==> config.mk <==
export PLATFORM = sky130hd
export DESIGN_NAME = frame_unpacker
export DESIGN_NICKNAME = d
export VERILOG_FILES = /design/src/rtl/frame_pkg.sv /design/src/rtl/sat_counter.sv /design/src/rtl/frame_unpacker.sv
export SDC_FILE = /design/constraint.sdc
export NUM_CORES = 1
export LEC_CHECK = 0
export CORE_MARGIN = 4
export CORE_UTILIZATION = 57
export DETAILED_ROUTE_END_ITERATION = 16
export PLACE_DENSITY_LB_ADDON = 0.25
export SYNTH_ARGS = -nofsm -noshare
export SYNTH_HDL_FRONTEND = slang
export SYNTH_SLANG_ARGS = --single-unit
==> constraint.sdc <==
create_clock -name i_clk -period 4.2 [get_ports i_clk]
set_input_delay 0.84 -clock i_clk [delete_from_list [all_inputs] [get_ports i_clk]]
set_output_delay 0.84 -clock i_clk [all_outputs]
set_load 0.1 [all_outputs]
==> src/rtl/frame_pkg.sv <==
// Shared frame layout, FSM state encoding and field decode for the frame unpacker/packer pair.
package frame_pkg;

  localparam int unsigned FRAME_W = 32;
  localparam int unsigned BYTE_W  = 8;
  localparam int unsigned PART_W  = FRAME_W - BYTE_W;

  localparam int unsigned ABC_POS = 31;
  localparam int unsigned HDR_MSB = 30;
  localparam int unsigned HDR_LSB = 19;
  localparam int unsigned DEF_MSB = 18;
  localparam int unsigned DEF_LSB = 16;
  localparam int unsigned TRL_MSB = 15;
  localparam int unsigned TRL_LSB = 0;

  localparam int unsigned HDR_W = HDR_MSB - HDR_LSB + 1;
  localparam int unsigned DEF_W = DEF_MSB - DEF_LSB + 1;
  localparam int unsigned TRL_W = TRL_MSB - TRL_LSB + 1;

  typedef enum logic [2:0] {
    S_B0  = 3'd0,
    S_B1  = 3'd1,
    S_B2  = 3'd2,
    S_B3  = 3'd3,
    S_OUT = 3'd4
  } state_e;

  typedef struct packed {
    logic             abc;
    logic [DEF_W-1:0] def;
    logic             hdr_err;
    logic             trl_err;
  } fields_t;

  // Split a complete frame into its output fields and check header/trailer.
  function automatic fields_t decode_frame(input logic [FRAME_W-1:0] frame,
                                           input logic [HDR_W-1:0]   hdr,
                                           input logic [TRL_W-1:0]   trl);
    fields_t f;
    f.abc     = frame[ABC_POS];
    f.def     = frame[DEF_MSB:DEF_LSB];
    f.hdr_err = (frame[HDR_MSB:HDR_LSB] != hdr);
    f.trl_err = (frame[TRL_MSB:TRL_LSB] != trl);
    return f;
  endfunction

endpackage

==> src/rtl/sat_counter.sv <==
// Saturating up-counter with synchronous clear; shared by frame packer and unpacker.
module sat_counter #(
  parameter int unsigned WIDTH = 8
) (
  input  logic             i_clk,
  input  logic             i_clear,
  input  logic             i_increment,
  output logic [WIDTH-1:0] o_count
);

  logic [WIDTH-1:0] count_q;

  always_ff @(posedge i_clk) begin
    if (i_clear) begin
      count_q <= '0;
    end else if (i_increment && (count_q != {WIDTH{1'b1}})) begin
      count_q <= count_q + WIDTH'(1);
    end
  end

  assign o_count = count_q;

endmodule

==> src/rtl/frame_unpacker.sv <==
// Collects four MSB-first bytes into a frame, presents decoded fields with a
// valid/ready handshake, and aborts partial frames after an idle timeout.
module frame_unpacker
  import frame_pkg::*;
#(
  parameter bit [11:0] HEADER  = 12'h345,
  parameter bit [15:0] TRAILER = 16'h3456,
  parameter int        TIMEOUT = 16
) (
  input  logic        i_clk,
  input  logic        i_rst,
  input  logic [7:0]  i_data,
  input  logic        i_valid,
  output logic        o_ready,
  output logic        o_abc,
  output logic [2:0]  o_def,
  output logic        o_hdr_err,
  output logic        o_trl_err,
  output logic        o_valid,
  input  logic        i_ready,
  output logic        o_timeout,
  output logic [7:0]  o_err_count
);

  localparam int unsigned IDLE_W = (TIMEOUT < 2) ? 1 : $clog2(TIMEOUT + 1);

  state_e              state_q;
  logic [PART_W-1:0]   data_q;
  fields_t             fields_q;
  logic                valid_q;
  logic                ready_q;
  logic                timeout_q;
  logic [IDLE_W-1:0]   idle_q;

  logic                accept;
  logic                done;
  logic                err_done;
  logic                in_frame;
  logic                tmo_hit;
  logic [FRAME_W-1:0]  frame_c;

  assign accept   = i_valid & ready_q;
  assign done     = valid_q & i_ready;
  assign err_done = done & (fields_q.hdr_err | fields_q.trl_err);
  assign in_frame = (state_q == S_B1) || (state_q == S_B2) || (state_q == S_B3);
  assign frame_c  = {data_q, i_data};

  // An accepted byte always beats the timeout that would fire on the same edge.
  assign tmo_hit  = (TIMEOUT > 0) && in_frame && !accept &&
                    (idle_q == IDLE_W'(TIMEOUT - 1));

  always_ff @(posedge i_clk) begin
    if (i_rst) begin
      state_q   <= S_B0;
      data_q    <= '0;
      fields_q  <= '0;
      valid_q   <= 1'b0;
      ready_q   <= 1'b1;
      timeout_q <= 1'b0;
      idle_q    <= '0;
    end else begin
      timeout_q <= 1'b0;

      case (state_q)
        S_B0: begin
          if (accept) begin
            data_q  <= {data_q[PART_W-BYTE_W-1:0], i_data};
            state_q <= S_B1;
          end
        end
        S_B1: begin
          if (accept) begin
            data_q  <= {data_q[PART_W-BYTE_W-1:0], i_data};
            state_q <= S_B2;
          end
        end
        S_B2: begin
          if (accept) begin
            data_q  <= {data_q[PART_W-BYTE_W-1:0], i_data};
            state_q <= S_B3;
          end
        end
        S_B3: begin
          if (accept) begin
            fields_q <= decode_frame(frame_c, HEADER, TRAILER);
            valid_q  <= 1'b1;
            ready_q  <= 1'b0;
            state_q  <= S_OUT;
          end
        end
        S_OUT: begin
          if (i_ready) begin
            valid_q <= 1'b0;
            ready_q <= 1'b1;
            state_q <= S_B0;
          end
        end
        default: begin
          valid_q <= 1'b0;
          ready_q <= 1'b1;
          state_q <= S_B0;
        end
      endcase

      // Idle tracking only runs between bytes of a partially received frame.
      if (!in_frame || accept) begin
        idle_q <= '0;
      end else if (tmo_hit) begin
        idle_q    <= '0;
        timeout_q <= 1'b1;
        state_q   <= S_B0;
      end else if (TIMEOUT > 0) begin
        idle_q <= idle_q + IDLE_W'(1);
      end
    end
  end

  sat_counter #(
    .WIDTH (8)
  ) u_err_cnt (
    .i_clk       (i_clk),
    .i_clear     (i_rst),
    .i_increment (err_done),
    .o_count     (o_err_count)
  );

  assign o_ready   = ready_q;
  assign o_valid   = valid_q;
  assign o_timeout = timeout_q;
  assign o_abc     = fields_q.abc;
  assign o_def     = fields_q.def;
  assign o_hdr_err = fields_q.hdr_err;
  assign o_trl_err = fields_q.trl_err;

endmodule

[Yosys cells after proc, flatten, opt, wreduce, memory -nomap -nowiden]
Cells that the tools add are included.
Storage, ports and cells
  register bits: 49
  logic and storage cells: 58
  input bits: 12
Cells by class
  reductions and logical operators: 15
  muxes and demuxes: 15
  equal/unequal tests: 10
  $add $sub $neg: 2
  bitwise gates (word level): 5
Operators with widths (count)
  3-bit two-way mux: 7
  16-bit by 14-bit inequality test with 1-bit output (second input constant): 1
  3-bit case mux with 5 select lines: 1
  12-bit by 10-bit inequality test with 1-bit output (second input constant): 1
  8-bit by 1-bit adder with 8-bit output (second input constant): 1
  8-bit inequality test (second input constant): 1
  3-bit by 2-bit == test with 1-bit output (second input constant): 2
  1-bit case mux with 3 select lines: 2
  3-bit OR reduction: 2
  5-bit by 1-bit adder with 5-bit output (second input constant): 1
  5-bit by 4-bit == test with 1-bit output (second input constant): 1
  1-bit two-way mux: 5
  2-bit inequality test (second input constant): 2
  2-bit AND reduction: 2
  1-bit AND: 3
  3-bit by 1-bit == test with 1-bit output (second input constant): 1
  3-bit == test (second input constant): 1
  1-bit logical AND: 3
  3-bit logical NOT: 1
  1-bit logical OR: 3
  3-bit AND reduction: 1
  1-bit logical NOT: 2
  2-bit OR reduction: 1
  1-bit NOT: 1
  1-bit OR: 1

[Depth between registers and ports, before layout]
  word-level depth: 7
  gate-level depth with buffers: 6
  gate-level depth less buffers: 6

[By module]
A second synthesis with hierarchy kept.
Second synthesis, totals
  cells, all modules: 244
  area total of the unflattened synthesis: 2168.3 um2
By module, submodules not included
  frame_unpacker: times used 1, cells each 198, area an instance 1737.9 um2, sequential area each 820.8 um2
  sat_counter: times used 1, cells each 46, area an instance 430.4 um2, sequential area each 160.2 um2

[Worst setup path before layout]
Ideal clock, no wire load.
  path type: register to register
  start: reg u_err_cnt.count_q[0] (netlist: u_err_cnt.o_count[0])
  end: reg u_err_cnt.count_q[7] (netlist: u_err_cnt.o_count[7])
  stages on the path, launching flop included: 6
  period minus slack after synthesis: 2.193 ns
  arrival: 2.079 ns
  path slack: 2.007 ns
  data required time: 4.085 ns
  path through: dfxtp_1 > ha_1 > nand3_1 > o211ai_1 > nor3_1 > o21a_1
Between the ends
  longest elaborated chain between the ends: 2
  elaborated cells on any way between the ends: 3
RTL lines
  from (decl): line sat_counter.sv:11  | logic [WIDTH-1:0] count_q;
  from (signal assigned): line sat_counter.sv:17  | count_q <= count_q + WIDTH'(1);
  parallel branches: the longest is 2 deep, another holds 8-bit by 1-bit adder with 8-bit output
Several ways; the timed one is not identified.
A chain may end at the register's enable or synchronous reset.

[Worst setup path after layout]
  start: reg u_err_cnt.count_q[2] (netlist: u_err_cnt.o_count[2])
  end: out o_err_count[2]
RTL lines
  to (decl): line frame_unpacker.sv:22  | output logic [7:0] o_err_count
No word-level cell between the ends.

==> metrics <==
# hold bufs at CTS 0; synthesized cell area 1960 um2; syn_nets ~240; Vias/cell ~5.3; DIE WIDTH 66.7 um; Vias about 1600; Post-route DRC 0; CTS Root Cell clkbuf_4; chip height between 60 and 70 um; routability cong. approximately 0.77; actual slew at the worst max-slew pin about 1 ns; pwr dens around 330 nW/um2; endpoints failing hold 0; Core Area roughly 3300 um2; synthesized area per cell 8.77 um2; antenna-violating nets left 0; Synthesis Warnings 0; multi-input logic area 902 um2; First DRT Iteration DRCs between 100 and 150; Ant. Diodes 0; top-count cell post-synth nand2_1; global-route wire length before repair just over 6000 um; setup TNS 0 ns; Achievable Freq ~0.36 GHz; Data required, critical path between 3 and 4 ns; Distinct cells, synth 41; Max-cap violations 0; Non-Filler Instances slightly below 300; average wire per standard cell approximately 12 um; hpwl dp 2580 um; layout cells sized above 1 under 10%; Detailed Route WL 3650 um; # IOs 29; clk sinks around 50; ys async rst share 0%; Post-CTS Setup Repair Bufs 0; Worst-Skew Late Latency between 0.3 and 0.4 ns; register area 981 um2; Area growth syn-to-layout 17.2%; placed cell count between 200 and 300; 1st-pass router iterations 4; slowest CP cell clkdlybuf4s50_1; critical path class flop to output port; Total Routing Usage GR approximately a fifth; Synth area leaders dfxtp_1 (50%), nand2_1 (9.7%), a21oi_1 (7.1%); cell count after synthesis 224; Yosys reg bits 49; Post-synth EDFFs 0; Yosys top cell by area dfxtp_1; die area about 4400 um2; Max Slew Vio Count 0; vias in the first global route about 1400; VDD IR max ~0.24 mV; CP arrival ~2 ns; CTS tree built; Bufs and invs on worst path 1; Final period util between 60% and 70%; Starting Density ~60%; most frequent cells after synthesis nand2_1 (51), dfxtp_1 (49), a21oi_1 (28); startpoint types flop; PostCTS Resize Cnt 0; Max FO, Critical Path 6; FP Rows 21; H-tree depth 2; Cell Chain, Critical Path clkdlybuf4s50_1; Max-slew headroom around a third; largest net degree at the start of global routing 26; GRT overflow 0; initial antenna violation count 0; RSZ-0062 raised after global routing false; Filler cells ~290; sequential share of the synthesized area 49.9%; outcome complete, no violations; top_reg_cell synth dfxtp_1; setup violators final 0; IO Port Bufs 28; hold crit path type flop to flop; Leak Pwr between 0.8 and 0.9 nW; Yosys top cell area share 49.9%; clock period minus worst slack about 2.8 ns; critical path's largest stage delay ~1.2 ns; NumNets Final between 200 and 300; Clock Skew about 0.0060 ns; cell family with most CP delay buffers and inverters; CP Capture Type output port; maximum root-to-sink buffer count 2; total CTS buffers 5; hold_ws 0.454 ns; clock slew at reported path FFs between 0.1 and 0.15 ns
## metrics by stage
stage | area (um2) | utilization (%) | setup WS (ns) | power, W
4_1_cts | 2300 | 69.0 | 1.39 | 0.000762
3_5_place_dp | 2250 | 67.3 | 1.60 | 0.000552
3_3_place_gp | 2250 | 67.3 | 1.62 | 0.000552
5_1_grt | 2300 | 69.0 | 1.31 | 0.000787
2_1_floorplan | 1960 | - | 2.01 | 0.000533
6_report | 2300 | 69.0 | 1.41 | 0.000753
## cells by family after synthesis
group,Yosys count,synth area share [%]
AND/OR/NAND/NOR,102,24.8
AO/OA/AOI/OAI,44,13.5
XOR/XNOR,7,3.12
flip-flops,49,49.9
adder cells (fa/ha/maj),3,1.91
multiplexers,5,2.55
buffers and inverters,14,4.14
## sequential cells by signal, indices dropped and copies added (netlist names), 3 cells and up
signal and count:
idle_q 5, u_err_cnt.o_count 8, state_q 3, data_q 24
o_def 3
## layer usage
layer	global-route usage, %	routed length, um	vias up
li1	-	-	816
met1	23.3	1760	705
met2	28.7	1640	28
met3	5.56	176	6
met4	10.2	70	0
met5	0	0	-
## report_power, final
part | switching, W | internal (W)
Sequential | 0.00000858 | 0.000476
Combinational | 0.0000343 | 0.0000231
Clock | 0.000132 | 0.0000793
Total | 0.000175 | 0.000578
## placed cells by master, fill, tap and decap left out, types with 3 or more instances in the layout
master	Yosys	routed
a21oi_1	28	28
and3_1	3	3
clkbuf_4	0	5
clkdlybuf4s50_1	0	28
dfxtp_1	49	49
ha_1	3	3
inv_1	3	3
mux2i_1	5	5
nand2_1	51	51
nand3_1	3	3
nor2_1	22	22
nor3_1	4	4
o211ai_1	3	3
xor2_1	6	6
## layout make-up
class / count / share of cell area [%]
clock buffer: 7 / 2.39
multi-input combinational: 161 / 39.2
sequential: 49 / 42.6
inverter: 3 / 0.489
tap: 46 / 2.50
timing repair buffer: 30 / 12.8
## path summary, 6_finish.rpt
| kind | start | to | slack, ns | cells after the start |
|---|---|---|---|---|
| min reg2reg | idle_q[0] | idle_q[0] | 0.45 | 1 |
| max reg2reg | idle_q[0] | state_q[1] | 2.49 | 6 |
| min | idle_q[0] | idle_q[0] | 0.45 | 1 |
| max | u_err_cnt.o_count[2] | o_err_count[2] | 1.41 | 1 |
(Power assumes the default switching activity.)
